$ cat src/rtl/baseerat_pkg.sv
// Shared definitions for the BaseErat update scheduler.
//   sched_state_e : issue FSM state encoding
//   stage_w()     : width of a stage index for a given shift-register length
//   count_w()     : width of an occupancy counter for a given buffer depth
package baseerat_pkg;

  // IDLE  : request buffer empty
  // ISSUE : buffer non-empty, hold low  -> one entry leaves per cycle
  // STALL : buffer non-empty, hold high -> entries wait
  typedef enum logic [1:0] {
    S_IDLE  = 2'd0,
    S_ISSUE = 2'd1,
    S_STALL = 2'd2
  } sched_state_e;

  // A single-stage register still needs a one-bit index.
  function automatic int stage_w(input int stages);
    return (stages > 1) ? $clog2(stages) : 1;
  endfunction

  // Occupancy runs 0..depth inclusive, hence the extra bit.
  function automatic int count_w(input int depth);
    return $clog2(depth) + 1;
  endfunction

endpackage

$ cat src/rtl/baseerat_update_scheduler_if.sv
// Request / update bus of the BaseErat update scheduler.
//   req_valid, req_stage, req_data : request from the producer
//   req_ready                      : buffer has room (registered)
//   hold                           : stall issue towards the shift register
//   update, udin                   : one-hot stage select and injection data
//   err_drop                       : pulse when an out-of-range request is dropped
//   fifo_count                     : current buffer occupancy
// master = producer / shift-register side, slave = scheduler.
interface baseerat_update_scheduler_if
  import baseerat_pkg::*;
#(
  parameter int DATA_WIDTH      = 256,
  parameter int PIPELINE_STAGES = 32,
  parameter int FIFO_DEPTH      = 4
);
  localparam int STAGE_W = stage_w(PIPELINE_STAGES);
  localparam int CNT_W   = count_w(FIFO_DEPTH);

  logic                       req_valid;
  logic [STAGE_W-1:0]         req_stage;
  logic [DATA_WIDTH-1:0]      req_data;
  logic                       req_ready;
  logic                       hold;
  logic [PIPELINE_STAGES-1:0] update;
  logic [DATA_WIDTH-1:0]      udin;
  logic                       err_drop;
  logic [CNT_W-1:0]           fifo_count;

  modport master (
    output req_valid, req_stage, req_data, hold,
    input  req_ready, update, udin, err_drop, fifo_count
  );

  modport slave (
    input  req_valid, req_stage, req_data, hold,
    output req_ready, update, udin, err_drop, fifo_count
  );
endinterface

$ cat src/rtl/baseerat_sync_fifo.sv
// Single-clock request buffer, first-word fall-through read.
//   clock, reset : clock and asynchronous active-high reset
//   push, wdata  : write one entry (caller guarantees not full)
//   pop          : retire the head entry (caller guarantees not empty)
//   rdata        : current head entry
//   count        : occupancy, 0..DEPTH
//   full         : count == DEPTH
module baseerat_sync_fifo
  import baseerat_pkg::*;
#(
  parameter int WIDTH = 8,
  parameter int DEPTH = 4
) (
  input  logic                      clock,
  input  logic                      reset,
  input  logic                      push,
  input  logic [WIDTH-1:0]          wdata,
  input  logic                      pop,
  output logic [WIDTH-1:0]          rdata,
  output logic [count_w(DEPTH)-1:0] count,
  output logic                      full
);
  localparam int PTR_W = $clog2(DEPTH);
  localparam int CNT_W = count_w(DEPTH);

  logic [WIDTH-1:0] mem [DEPTH];
  logic [PTR_W-1:0] wr_ptr;
  logic [PTR_W-1:0] rd_ptr;
  logic [CNT_W-1:0] count_q;

  // NOTE: storage carries no reset; an entry is only ever read after it was
  // written, so only pointers and occupancy need a defined reset value.
  always_ff @(posedge clock) begin
    if (push) mem[wr_ptr] <= wdata;
  end

  // NOTE: all state updates use non-blocking assignments so every register
  // samples pre-edge values regardless of statement order.
  always_ff @(posedge clock or posedge reset) begin
    if (reset) begin
      wr_ptr  <= '0;
      rd_ptr  <= '0;
      count_q <= '0;
    end else begin
      // DEPTH is a power of two, so natural overflow is the modulo wrap.
      if (push) wr_ptr <= wr_ptr + 1'b1;
      if (pop)  rd_ptr <= rd_ptr + 1'b1;
      case ({push, pop})
        2'b10:   count_q <= count_q + 1'b1;
        2'b01:   count_q <= count_q - 1'b1;
        default: count_q <= count_q;
      endcase
    end
  end

  assign rdata = mem[rd_ptr];
  assign count = count_q;
  assign full  = (count_q == CNT_W'(DEPTH));

endmodule

$ cat src/rtl/baseerat_update_scheduler.sv
// Buffers stage-update requests and issues them one per cycle to a
// PIPELINE_STAGES-deep shift register as a one-hot select plus data.
//   clock, reset : clock and asynchronous active-high reset
//   bus          : request / update interface (slave side)
// Requests aimed past the last stage are discarded and flagged on err_drop.
// req_ready depends on registered occupancy only.
module baseerat_update_scheduler
  import baseerat_pkg::*;
#(
  parameter int DATA_WIDTH      = 256,
  parameter int PIPELINE_STAGES = 32,
  parameter int FIFO_DEPTH      = 4
) (
  input  logic                         clock,
  input  logic                         reset,
  baseerat_update_scheduler_if.slave   bus
);
  localparam int STAGE_W = stage_w(PIPELINE_STAGES);
  localparam int CNT_W   = count_w(FIFO_DEPTH);
  localparam int ENTRY_W = STAGE_W + DATA_WIDTH;

  sched_state_e          state;
  logic                  full;
  logic                  accept;
  logic                  in_range;
  logic                  push;
  logic                  pop;
  logic [CNT_W-1:0]      count;
  logic [CNT_W-1:0]      next_count;
  logic [ENTRY_W-1:0]    head;
  logic [STAGE_W-1:0]    head_stage;
  logic [DATA_WIDTH-1:0] head_data;

  assign bus.req_ready  = !full;
  assign bus.fifo_count = count;

  assign accept   = bus.req_valid && !full;
  assign in_range = int'(bus.req_stage) < PIPELINE_STAGES;
  assign push     = accept && in_range;

  // A non-IDLE state guarantees a buffered entry. Current hold gates the pop
  // so that raising hold silences update on the very next edge.
  assign pop = (state != S_IDLE) && !bus.hold;

  assign {head_stage, head_data} = head;

  baseerat_sync_fifo #(
    .WIDTH (ENTRY_W),
    .DEPTH (FIFO_DEPTH)
  ) u_fifo (
    .clock (clock),
    .reset (reset),
    .push  (push),
    .wdata ({bus.req_stage, bus.req_data}),
    .pop   (pop),
    .rdata (head),
    .count (count),
    .full  (full)
  );

  // NOTE: next_count is assigned on every path (default first) so no latch
  // is inferred.
  always_comb begin
    next_count = count;
    case ({push, pop})
      2'b10:   next_count = count + 1'b1;
      2'b01:   next_count = count - 1'b1;
      default: next_count = count;
    endcase
  end

  // Issue FSM with registered outputs. The state for the coming cycle is
  // chosen from the post-edge occupancy and the hold value seen now.
  always_ff @(posedge clock or posedge reset) begin
    if (reset) begin
      state        <= S_IDLE;
      bus.update   <= '0;
      bus.udin     <= '0;
      bus.err_drop <= 1'b0;
    end else begin
      bus.err_drop <= accept && !in_range;

      bus.update <= '0;
      if (pop) begin
        bus.update <= PIPELINE_STAGES'(1) << head_stage;
        bus.udin   <= head_data;
      end

      if (next_count == '0)  state <= S_IDLE;
      else if (bus.hold)     state <= S_STALL;
      else                   state <= S_ISSUE;
    end
  end

endmodule

$ cat src/flat_wrapper.sv
// flat-port wrapper written by rule: the top's interface ports become plain ports
module baseerat_update_scheduler_flat import baseerat_pkg::*;
#(
  parameter int DATA_WIDTH      = 256,
  parameter int PIPELINE_STAGES = 32,
  parameter int FIFO_DEPTH      = 4
)
  (clock, reset, bus_req_valid, bus_req_stage, bus_req_data, bus_hold, bus_req_ready, bus_update, bus_udin, bus_err_drop, bus_fifo_count);
  baseerat_update_scheduler_if #(.DATA_WIDTH(DATA_WIDTH), .PIPELINE_STAGES(PIPELINE_STAGES), .FIFO_DEPTH(FIFO_DEPTH)) bus_i ();
  input  logic clock;
  input  logic reset;
  input wire logic [$bits(bus_i.req_valid)-1:0] bus_req_valid;
  input wire logic [$bits(bus_i.req_stage)-1:0] bus_req_stage;
  input wire logic [$bits(bus_i.req_data)-1:0] bus_req_data;
  input wire logic [$bits(bus_i.hold)-1:0] bus_hold;
  output wire logic [$bits(bus_i.req_ready)-1:0] bus_req_ready;
  output wire logic [$bits(bus_i.update)-1:0] bus_update;
  output wire logic [$bits(bus_i.udin)-1:0] bus_udin;
  output wire logic [$bits(bus_i.err_drop)-1:0] bus_err_drop;
  output wire logic [$bits(bus_i.fifo_count)-1:0] bus_fifo_count;
  assign bus_i.req_valid = bus_req_valid;
  assign bus_i.req_stage = bus_req_stage;
  assign bus_i.req_data = bus_req_data;
  assign bus_i.hold = bus_hold;
  assign bus_req_ready = bus_i.req_ready;
  assign bus_update = bus_i.update;
  assign bus_udin = bus_i.udin;
  assign bus_err_drop = bus_i.err_drop;
  assign bus_fifo_count = bus_i.fifo_count;
  baseerat_update_scheduler #(.DATA_WIDTH(DATA_WIDTH), .PIPELINE_STAGES(PIPELINE_STAGES), .FIFO_DEPTH(FIFO_DEPTH)) u_core (.clock(clock), .reset(reset), .bus(bus_i));
endmodule
$ cat config.mk
export PLATFORM = sky130hd
export DESIGN_NAME = baseerat_update_scheduler_flat
export DESIGN_NICKNAME = d
export VERILOG_FILES = /design/src/rtl/baseerat_pkg.sv /design/src/rtl/baseerat_update_scheduler_if.sv /design/src/rtl/baseerat_sync_fifo.sv /design/src/rtl/baseerat_update_scheduler.sv /design/src/flat_wrapper.sv
export SDC_FILE = /design/constraint.sdc
export NUM_CORES = 1
export LEC_CHECK = 0
export ABC_CLOCK_PERIOD_IN_PS = 12200
export BUFFER_PORTS_ARGS = -buffer_cell sky130_fd_sc_hd__clkbuf_2
export CORE_MARGIN = 8
export CORE_UTILIZATION = 50
export DETAILED_ROUTE_END_ITERATION = 8
export GPL_ROUTABILITY_DRIVEN = 0
export PLACE_DENSITY = 0.74
export SYNTH_ARGS = -nofsm -noshare
export SYNTH_HDL_FRONTEND = slang
export SYNTH_SLANG_ARGS = --single-unit
$ cat constraint.sdc
create_clock -name clock -period 12.2 [get_ports clock]
set_input_delay 1.22 -clock clock [delete_from_list [all_inputs] [get_ports clock]]
set_output_delay 1.22 -clock clock [all_outputs]
set_load 0.01 [all_outputs]
==> results.py <==
metrics = {
    "logic_synthesis": {
        "synth_compound_area_share_pct": 0.0721,
        "synth-adder-area-share_pct": 0.170,
        "synth_top_area_cell": "edfxtp_1",
        "avgSynthCellArea_sq_um": 18.9,
        "synthCells": 2576,
        "async_flop_share_pct": 22.1,
        "synth.area.mux_share_pct": 12.1,
        "synth.net_count": 2847,
        "synthSimpleGateAreaFrac_pct": 6.58,
        "synth_top_family_by_area": "multiplexers",
        "synth_cell_types": 33,
        "yosys.area.top_type_share_pct": 64.6,
        "netlist_area_sq_mm": 0.0486,
        "yosysSeqAreaShare_pct": 79.9,
        "synth_xor_area_share_pct": 0.0902,
        "synth-edff-count": 1044,
        "ys_top_cells_by_area": "edfxtp_1 (65%), dfrtp_1 (15%), mux4_2 (12%)",
        "synth_warnings": 0,
        "synth_seq_cells": 1341,
        "synth-main-ff-cell": "edfxtp_1",
    },
    "clock_network": {
        "clk_latency_ps": 750,
        "cts-hold-fix-buffers": 0,
        "cts.path.max_buffers": 3,
        "post-cts-setup-buffer-count": 0,
        "cts.repair.resized": 0,
        "cts_tree": "yes",
        "clockRootBuffer": "clkbuf_16",
        "cts.sinks": 1341,
        "path_clk_slew_ps": 60,
        "cts_buffers": 135,
        "ctsHtreeMaxLevel": 4,
    },
    "grt": {
        "grt_use_total_pct": 19.5,
        "grt_pass1_wl_um": 160000,
        "grt_max_degree": 138,
        "antenna_found_initial": 29,
        "grt.overflow.total": 0,
        "grt_pass1_vias": 25785,
    },
    "floorplanning": {
        "coreArea_sq_mm": 0.0964,
        "die_w_um": 328,
        "die_y_um": 328,
        "start_util_pct": 50.4,
        "rows": 114,
        "die-area_sq_mm": 0.107,
        "ios": 558,
    },
    "sta": {
        "tightest_slew_ps": 1070,
        "setup_tns_ps": 0,
        "period_share_pct": 31.6,
        "finClkSkew_ps": 32.6,
        "slew_headroom_pct": 28.5,
        "setup_viol": 0,
        "fmax_ghz": 0.259,
        "hold_violations": 0,
        "drv_slew": 0,
        "period_needed_ps": 3860,
        "rsz0062_at_grt": "no",
    },
    "power": {
        "peakVddDrop_mv": 0.169,
        "p_leak_nw": 22.0,
        "p_per_area_mw_per_mm2": 250,
    },
    "finish": {
        "fin_util_pct": 59.3,
        "nets": 3448,
        "mostFrequentLayoutCells": "edfxtp_1 (1044), nand2_1 (772), clkbuf_2 (556), dfrtp_1 (295), mux4_2 (261)",
        "area_delta_synth_final_pct": 17.8,
        "layout-drive-gt1-share_pct": 32.2,
        "final_common_cell": "edfxtp_1",
    },
    "place": {
        "post-dp-hpwl_um": 63100,
        "port_buffers": 556,
    },
    "worst_setup_path": {
        "start_kind": "flop",
        "crit_path_max_fanout": 90,
        "cp.arrival_ps": 4500,
        "rr_worst_depth": 5,
        "cp.required_ps": 12840,
        "endpoint_kind": "flop",
        "worst_r2r_endpoint": "u_core.bus.update[16]",
        "crit_type": "flop to flop",
        "rrSetupSlack_ps": 8340,
        "reg2reg_from": "u_core.u_fifo.rd_ptr[1]",
    },
    "routing": {
        "num_vias": 24828,
        "drtAntennaViolNets": 0,
        "dr.pass1.iters": 4,
        "drt-met1-wl_um": 41500,
        "routed-wl-met2_um": 53100,
        "drtIter0Drc": 2028,
        "wl_um": 106000,
        "met3WireLength_um": 8250,
        "vias_per_cell": 5.41,
        "wl_per_cell_um": 23.1,
        "drc_errors": 0,
        "dr.max_layer_used": "met5",
    },
    "status": {
        "status": "completed",
    },
    "hold_path": {
        "min_to": "u_core.bus.udin[49]",
        "holdPathStages": 2,
        "hold_path.class": "flop to flop",
        "hold_start": "u_core.bus.udin[49]",
    },
    "run": {
        "max_cap_viol_count": 0,
    },
}
-- worst max-delay path by stage --
stage / from / endpoint / slack, ps
floorplan: reset / u_core.bus.udin[0] / 2780
global placement: bus_req_valid / u_core.u_fifo.mem[0][34] / 7800
detailed placement: bus_req_valid / u_core.u_fifo.mem[0][246] / 7770
CTS: u_core.u_fifo.rd_ptr[1] / u_core.bus.update[16] / 8380
global route: u_core.u_fifo.rd_ptr[1] / u_core.bus.update[16] / 8260
finish: u_core.u_fifo.rd_ptr[1] / u_core.bus.update[16] / 8340
-- where the power goes --
| part | leakage (nW) | total, mW | switching (mW) | internal (mW) |
|---|---|---|---|---|
| Sequential | 13.3 | 6.69 | 0.537 | 6.15 |
| Combinational | 6.63 | 3.58 | 2.07 | 1.51 |
| Clock | 2.13 | 4.02 | 1.71 | 2.31 |
| Total | 22.0 | 14.3 | 4.32 | 9.97 |
-- through the flow --
stage / hold WS (ps) / worst slack, ps / total power [mW] / instances / area (sq um)
4_1_cts: 476 / 8380 / 14.5 / 4567 / 57200
3_5_place_dp: 462 / 7770 / 10.4 / 4316 / 52800
6_report: 470 / 8340 / 14.3 / 4587 / 57200
2_1_floorplan: 514 / 2780 / 9.21 / 2576 / 48600
5_1_grt: 487 / 8260 / 15.0 / 4578 / 57200
3_3_place_gp: 457 / 7800 / 10.3 / 4316 / 52800
-- synth_stat cells (5+ instances only) --
cell / count
edfxtp_1: 1044
ha_1: 5
buf_1: 16
dfrtp_1: 297
nand2_1: 772
mux4_2: 261
buf_2: 31
nand2b_1: 6
clkbuf_1: 71
nor2_1: 20
inv_1: 8
nor3_1: 12
-- final cells by class --
cell class / instances / area [sq um]
Antenna cell: 20 / 50.0
Timing Repair Buffer: 585 / 3080
Inverter: 9 / 48.8
Clock inverter: 63 / 626
Clock buffer: 188 / 3760
Multi-Input combinational cell: 1105 / 9270
Fill cell: 6967 / 39200
Sequential cell: 1341 / 38800
Tap cell: 1276 / 1600
-- critical path, cell delays in order, from the launching register on --
cell,delay [ps]
dfrtp_4,890
buf_4,810
buf_12,510
mux4_2,500
or4b_4,590
nor2_1,210
-- routing by layer --
| metal | up-vias | global-route usage (%) |
|---|---|---|
| met1 | 12835 | 25.2 |
| met2 | 864 | 31.8 |
| li1 | 10914 | - |
| met4 | 22 | 6.67 |
| met5 | - | 0 |
| met3 | 193 | 5.66 |
-- kinds of logic (layout without fill, tap and decap cells) --
logic type | after synthesis | count (layout)
flops | 1341 | 1341
simple gates | 826 | 826
mux | 261 | 261
buf+inv | 130 | 845
fa+ha+maj | 6 | 6
compound gates | 6 | 6
xor+xnor | 5 | 5
other cells | 1 | 21
-- flip-flops by register name, indices dropped and copies added, names as in the netlist --
| signal | cells |
|---|---|
| u_core.u_fifo.mem | 1044 |
| u_core.bus.udin | 256 |
| u_core.bus.update | 32 |
| u_core.u_fifo.count | 3 |
| u_core.state | 2 |
| u_core.u_fifo.rd_ptr | 2 |
| u_core.u_fifo.wr_ptr | 2 |
No activity file was read; power rests on OpenSTA's default activity.
